**src/rtl/seg_scan_ctrl_if.sv**
```systemverilog
// rtl/seg_scan_ctrl_if.sv - load/config inputs and scan outputs of the seven-segment scan controller
interface seg_scan_ctrl_if #(
    parameter int DIGITS = 4
) ();
    logic [4*DIGITS-1:0] i_value;
    logic                i_load;
    logic                i_lz_en;
    logic [DIGITS-1:0]   i_blink_mask;
    logic [3:0]          o_digit;
    logic [DIGITS-1:0]   o_an;
    logic                o_frame;
    logic                o_load_ack;

    modport master (
        output i_value, i_load, i_lz_en, i_blink_mask,
        input  o_digit, o_an, o_frame, o_load_ack
    );

    modport slave (
        input  i_value, i_load, i_lz_en, i_blink_mask,
        output o_digit, o_an, o_frame, o_load_ack
    );
endinterface

```
**src/rtl/seg_scan_ctrl.sv**
```systemverilog
// rtl/seg_scan_ctrl.sv - multiplexed seven-segment scan with dead time, leading-zero blanking, blink and frame-aligned commit
module seg_scan_ctrl #(
    parameter int DIGITS       = 4,
    parameter int DIV          = 50000,
    parameter int DEAD         = 500,
    parameter int BLINK_FRAMES = 64
) (
    input  logic           clk,
    input  logic           rst,
    seg_scan_ctrl_if.slave bus
);
    localparam int CW = (DIV > 1) ? $clog2(DIV) : 1;
    localparam int IW = (DIGITS > 1) ? $clog2(DIGITS) : 1;
    localparam int FW = (BLINK_FRAMES > 1) ? $clog2(BLINK_FRAMES) : 1;

    typedef enum logic {S_DEAD, S_ON} state_t;

    state_t              state, state_nxt;
    logic [CW-1:0]       cnt, cnt_nxt;
    logic [IW-1:0]       idx, idx_nxt;
    logic [4*DIGITS-1:0] act, act_nxt, pend;
    logic                pend_v;
    logic [FW-1:0]       fcnt;
    logic                bph;
    logic [DIGITS-1:0]   blank;
    logic [3:0]          digit_nxt;
    logic                zero_run;
    logic                slot_end, frame_end, commit;

    assign slot_end  = (cnt == CW'(DIV - 1));
    assign frame_end = slot_end && (idx == IW'(DIGITS - 1));
    assign commit    = frame_end && (pend_v || bus.i_load);

    always_comb begin
        state_nxt = state;
        cnt_nxt   = cnt + 1'b1;
        idx_nxt   = idx;
        case (state)
            S_DEAD:  if (cnt == CW'(DEAD - 1)) state_nxt = S_ON;
            S_ON:    if (slot_end) state_nxt = S_DEAD;
            default: state_nxt = S_DEAD;
        endcase
        if (slot_end) begin
            cnt_nxt = '0;
            idx_nxt = (idx == IW'(DIGITS - 1)) ? '0 : idx + 1'b1;
        end
    end

    // o_digit is registered from next-cycle values so it moves on the same edge as idx
    always_comb begin
        act_nxt   = commit ? (bus.i_load ? bus.i_value : pend) : act;
        digit_nxt = 4'd0;
        for (int k = 0; k < DIGITS; k++) begin
            if (idx_nxt == IW'(k)) digit_nxt = act_nxt[4*k +: 4];
        end
    end

    // Scan from the most significant digit down; a digit is a leading zero while all above it are zero
    always_comb begin
        zero_run = 1'b1;
        blank    = '0;
        for (int k = DIGITS - 1; k >= 0; k--) begin
            if (act[4*k +: 4] != 4'd0) zero_run = 1'b0;
            blank[k] = (bus.i_lz_en && zero_run && (k != 0)) || (bph && bus.i_blink_mask[k]);
        end
    end

    always_comb begin
        bus.o_an = '1;
        for (int k = 0; k < DIGITS; k++) begin
            if (state == S_ON && idx == IW'(k) && !blank[k]) bus.o_an[k] = 1'b0;
        end
    end

    always_ff @(posedge clk or posedge rst) begin
        if (rst) begin
            state          <= S_DEAD;
            cnt            <= '0;
            idx            <= '0;
            act            <= '0;
            pend           <= '0;
            pend_v         <= 1'b0;
            fcnt           <= '0;
            bph            <= 1'b0;
            bus.o_digit    <= 4'd0;
            bus.o_frame    <= 1'b0;
            bus.o_load_ack <= 1'b0;
        end else begin
            state          <= state_nxt;
            cnt            <= cnt_nxt;
            idx            <= idx_nxt;
            act            <= act_nxt;
            bus.o_digit    <= digit_nxt;
            bus.o_frame    <= frame_end;
            bus.o_load_ack <= commit;
            if (commit) begin
                pend_v <= 1'b0;
            end else if (bus.i_load) begin
                pend   <= bus.i_value;
                pend_v <= 1'b1;
            end
            if (frame_end) begin
                if (fcnt == FW'(BLINK_FRAMES - 1)) begin
                    fcnt <= '0;
                    bph  <= ~bph;
                end else begin
                    fcnt <= fcnt + 1'b1;
                end
            end
        end
    end
endmodule

```
**src/flat_wrapper.sv**
```systemverilog
// flat-port wrapper written by rule: the top's interface ports become plain ports
module seg_scan_ctrl_flat 
#(
    parameter int DIGITS       = 4,
    parameter int DIV          = 50000,
    parameter int DEAD         = 500,
    parameter int BLINK_FRAMES = 64
)
  (clk, rst, bus_i_value, bus_i_load, bus_i_lz_en, bus_i_blink_mask, bus_o_digit, bus_o_an, bus_o_frame, bus_o_load_ack);
  seg_scan_ctrl_if #(.DIGITS(DIGITS)) bus_i ();
  input  logic clk;
  input  logic rst;
  input wire logic [$bits(bus_i.i_value)-1:0] bus_i_value;
  input wire logic [$bits(bus_i.i_load)-1:0] bus_i_load;
  input wire logic [$bits(bus_i.i_lz_en)-1:0] bus_i_lz_en;
  input wire logic [$bits(bus_i.i_blink_mask)-1:0] bus_i_blink_mask;
  output wire logic [$bits(bus_i.o_digit)-1:0] bus_o_digit;
  output wire logic [$bits(bus_i.o_an)-1:0] bus_o_an;
  output wire logic [$bits(bus_i.o_frame)-1:0] bus_o_frame;
  output wire logic [$bits(bus_i.o_load_ack)-1:0] bus_o_load_ack;
  assign bus_i.i_value = bus_i_value;
  assign bus_i.i_load = bus_i_load;
  assign bus_i.i_lz_en = bus_i_lz_en;
  assign bus_i.i_blink_mask = bus_i_blink_mask;
  assign bus_o_digit = bus_i.o_digit;
  assign bus_o_an = bus_i.o_an;
  assign bus_o_frame = bus_i.o_frame;
  assign bus_o_load_ack = bus_i.o_load_ack;
  seg_scan_ctrl #(.DIGITS(DIGITS), .DIV(DIV), .DEAD(DEAD), .BLINK_FRAMES(BLINK_FRAMES)) u_core (.clk(clk), .rst(rst), .bus(bus_i));
endmodule
```
**config.mk**
```make
export PLATFORM = sky130hd
export DESIGN_NAME = seg_scan_ctrl_flat
export DESIGN_NICKNAME = d
export VERILOG_FILES = /design/src/rtl/seg_scan_ctrl_if.sv /design/src/rtl/seg_scan_ctrl.sv /design/src/flat_wrapper.sv
export SDC_FILE = /design/constraint.sdc
export NUM_CORES = 1
export LEC_CHECK = 0
export ABC_AREA = 0
export CAP_MARGIN = 5
export CORE_UTILIZATION = 50
export DETAILED_ROUTE_END_ITERATION = 10
export PLACE_DENSITY = 0.86
export SKIP_LAST_GASP = 1
export SLEW_MARGIN = 10
export SYNTH_ARGS = -nofsm -noshare
export SYNTH_HDL_FRONTEND = slang
export SYNTH_SLANG_ARGS = --single-unit
```
**constraint.sdc**
```tcl
create_clock -name clk -period 2.4 [get_ports clk]
set_input_delay 0.24 -clock clk [delete_from_list [all_inputs] [get_ports clk]]
set_output_delay 0.24 -clock clk [all_outputs]
set_load 0.1 [all_outputs]
```
==> qor.csv <==
stage;metric;value;unit
run_status;status;complete, but fails checks;
run_status;violations;negative setup slack;
pwr;irDropWorstVdd;0.616;mV
timing;holdWs;0.239;ns
global_routing;overflow;0;
timing;setup_viol;1;
timing;slew_headroom;66.2;%
yosys;yosysTopAreaCell;dfrtp_1;
timing;setup_slack;-0.00702;ns
critical_path;crit_path_cell_trace;or4_4 > or4_4 > o21ai_1 > o21ai_1 > nor2b_1 > a211o_1;
yosys;yosysTopAreaCellShare;52.4;%
run;drv_cap;0;
global_routing;grtUsageMet3;4.27;%
global_routing;grtUsageMet2;35.1;%
critical_path;start_kind;register;
timing;fin_crit_sh;100;%
yosys;avgSynthCellArea;11.0;um2
cells_and_area;fin_nets;378;
drt;drtPass1Iterations;5;
timing;hold_viol;0;
cts;cts.sink_count;65;
yosys;ys_warn_count;0;
cells_and_area;multi_input_area;0.00145;mm2
floorplanning;initial_utilization;52.1;%
floorplanning;fp.coreArea;0.00596;mm2
timing;post-route-min-period;2.41;ns
yosys;synth_area;0.00310;mm2
drt;wl_per_cell;16.9;um
cells_and_area;final-seq-area;0.00163;mm2
floorplanning;die_h;80.8;um
yosys;async_reset_ff_share;100;%
yosys;synth_common_cells;dfrtp_1 (65), nand2_1 (24), mux2i_1 (16);
min_path;hold_path_class;in2async;
cts;path_clk_slew;0.07;ns
timing;fin_skew;0.0105;ns
cts;clock-root-buffer;clkbuf_8;
cells_and_area;drive_gt1_share;27.3;%
critical_path;cp-end-kind;register;
global_routing;grt_max_degree;43;
global_routing;use_met1;31.3;%
global_routing;antenna_found_initial;0;
yosys;synth.most_common_cell;dfrtp_1;
yosys;synth_edf_count;0;
cts;clk_path_buf_depth;2;
floorplanning;dieArea;0.00653;mm2
drt;viasPerCell;5.77;
placed_design;port-buffer-count;33;
drt;ant_nets;0;
pwr;p_leak;1.87;nW
yosys;synth.area.top_cells;dfrtp_1 (52%), mux2_2 (5.4%), mux2i_1 (5.2%);
critical_path;cp_slowest_cell;or4_4;
critical_path;cp_num_buf_inv;0;
timing;finalSetupTns;-0.00702;ns
critical_path;path_class;reg2reg;
placed_design;dp_hpwl;4650;um
yosys;ys_seq_area_share;52.4;%
placed_design;place_congestion;0.805;
cells_and_area;finish.utilization;67.8;%
floorplanning;rows;28;
cts;cts_tree;built;
cts;ctsHoldBuffers;0;
floorplanning;die_width;80.8;um
global_routing;busiest_layer;met2;
global_routing;grt_first_pass_wirelength;10900;um
critical_path;critPathTopFamily;simple AND/OR/NAND/NOR gates;
drt;drt-total-wl;7200;um
critical_path;cp.required;2.64;ns
yosys;ys.flop_type;dfrtp_1;
floorplanning;ios;34;
cts;ctsHtreeMaxLevel;3;
critical_path;worstPathArrival;2.65;ns
yosys;ys_ff_latch;65;
timing;worstMarginPinSlew;0.506;ns
cells_and_area;diodes;0;
drt;vias;2463;
yosys;yosysUniqueCellTypes;42;
global_routing;grt_pass1_vias;2264;
drt;drt_iter0_markers;161;
cts;insertion_delay;0.35;ns
critical_path;cp_slowest_stage_delay;0.64;ns
pwr;power_density;576;mW/mm2
critical_path;cp_max_fo;5;
global_routing;grtUsageTotal;22.9;%
cts;cts_inserted_buffers;9;
cells_and_area;num-fill-cells;419;
yosys;synth_cells;283;
timing;drv_slew;0;
drt;drc;0;
yosys;synth_fp_nets;313;
timing;clock.fmax;415;MHz
cells_and_area;synthToLayoutAreaGrowth;30.0;%
per-stage QoR:
| step | instances | setup WS [ns] | total power, W | cell area [um2] |
|---|---|---|---|---|
| floorplan | 283 | 0.0174 | 0.00126 | 3140 |
| global placement | 403 | -0.0344 | 0.00134 | 3690 |
| detailed placement | 403 | -0.0855 | 0.00134 | 3690 |
| CTS | 422 | 0.0165 | 0.00233 | 3950 |
| global route | 427 | -0.0578 | 0.00239 | 4040 |
| finish | 427 | -0.00702 | 0.00232 | 4040 |
cells by family (layout without fill, tap and decap cells):
logic type               Yosys count  count (layout)  share of synthesized area (%)
adder cells (fa/ha/maj)            6               6                           2.42
buffers and inverters             26              94                           3.87
flip-flops                        65              65                           52.4
multiplexers                      34              34                           11.7
XOR/XNOR                          15              15                           4.23
AND/OR/NAND/NOR                   98              99                           17.7
AO/OA/AOI/OAI                     39              39                           7.66
registers in the layout (all words and copies together) (netlist names), 2 cells and up:
register and flops:
u_core.act 16, u_core.cnt 16, u_core.pend 16, u_core.fcnt 6, u_core.bus.o_digit 4, u_core.idx 2
layout make-up:
type / instances / share of cell area, %
Clock buffer: 9 / 3.07
Multi-Input combinational cell: 193 / 35.9
Clock inverter: 6 / 2.08
Timing Repair Buffer: 64 / 14.9
Inverter: 15 / 1.40
Tap cell: 75 / 2.33
Sequential cell: 65 / 40.3
worst paths after layout:
path	startpoint	endpoint	slack, ns	cells after the start
worst min register to register	u_core.fcnt[4]	u_core.fcnt[4]	0.49	1
max in group asynchronous	rst	u_core.cnt[11]	1.58	3
worst min-delay path	rst	u_core.pend[11]	0.24	2
worst max-delay path	u_core.cnt[10]	u_core.bus.o_digit[0]	-0.007	6
worst max register to register	u_core.cnt[10]	u_core.bus.o_digit[0]	-0.007	6
min in group clk	u_core.fcnt[4]	u_core.fcnt[4]	0.49	1
metal layers:
metal  up-vias  wire, um
met2        94      3430
li1       1133         -
met5         -         0
met4         0       173
met1      1221      3170
met3        15       425
placed cells by master (no fill, tap or decap), types with 9 or more instances in the layout:
cell / n
inv_1: 14
dfrtp_1: 65
clkdlybuf4s50_1: 23
nor2_1: 14
a21oi_1: 9
clkbuf_8: 9
nor3_1: 10
mux2i_1: 16
mux2_2: 13
o21ai_0: 10
buf_4: 35
nand2_1: 23
nand3_1: 10
repair_timing:
action | in CTS | in global routing
gates cloned | 1 | 0
pin swaps | 3 | 3
setup endpoints to repair | 5 | 5
resized for setup | 5 | 9
setup buffers | 3 | 5
power breakdown:
part           total (W)  internal, W  leakage [nW]  switching, W
sequential       0.00115      0.00113         0.846     0.0000170
clock            0.00100     0.000575         0.109      0.000425
combinational   0.000177    0.0000869         0.915     0.0000904
total            0.00232      0.00179          1.87      0.000532
(Power assumes the default switching activity.)
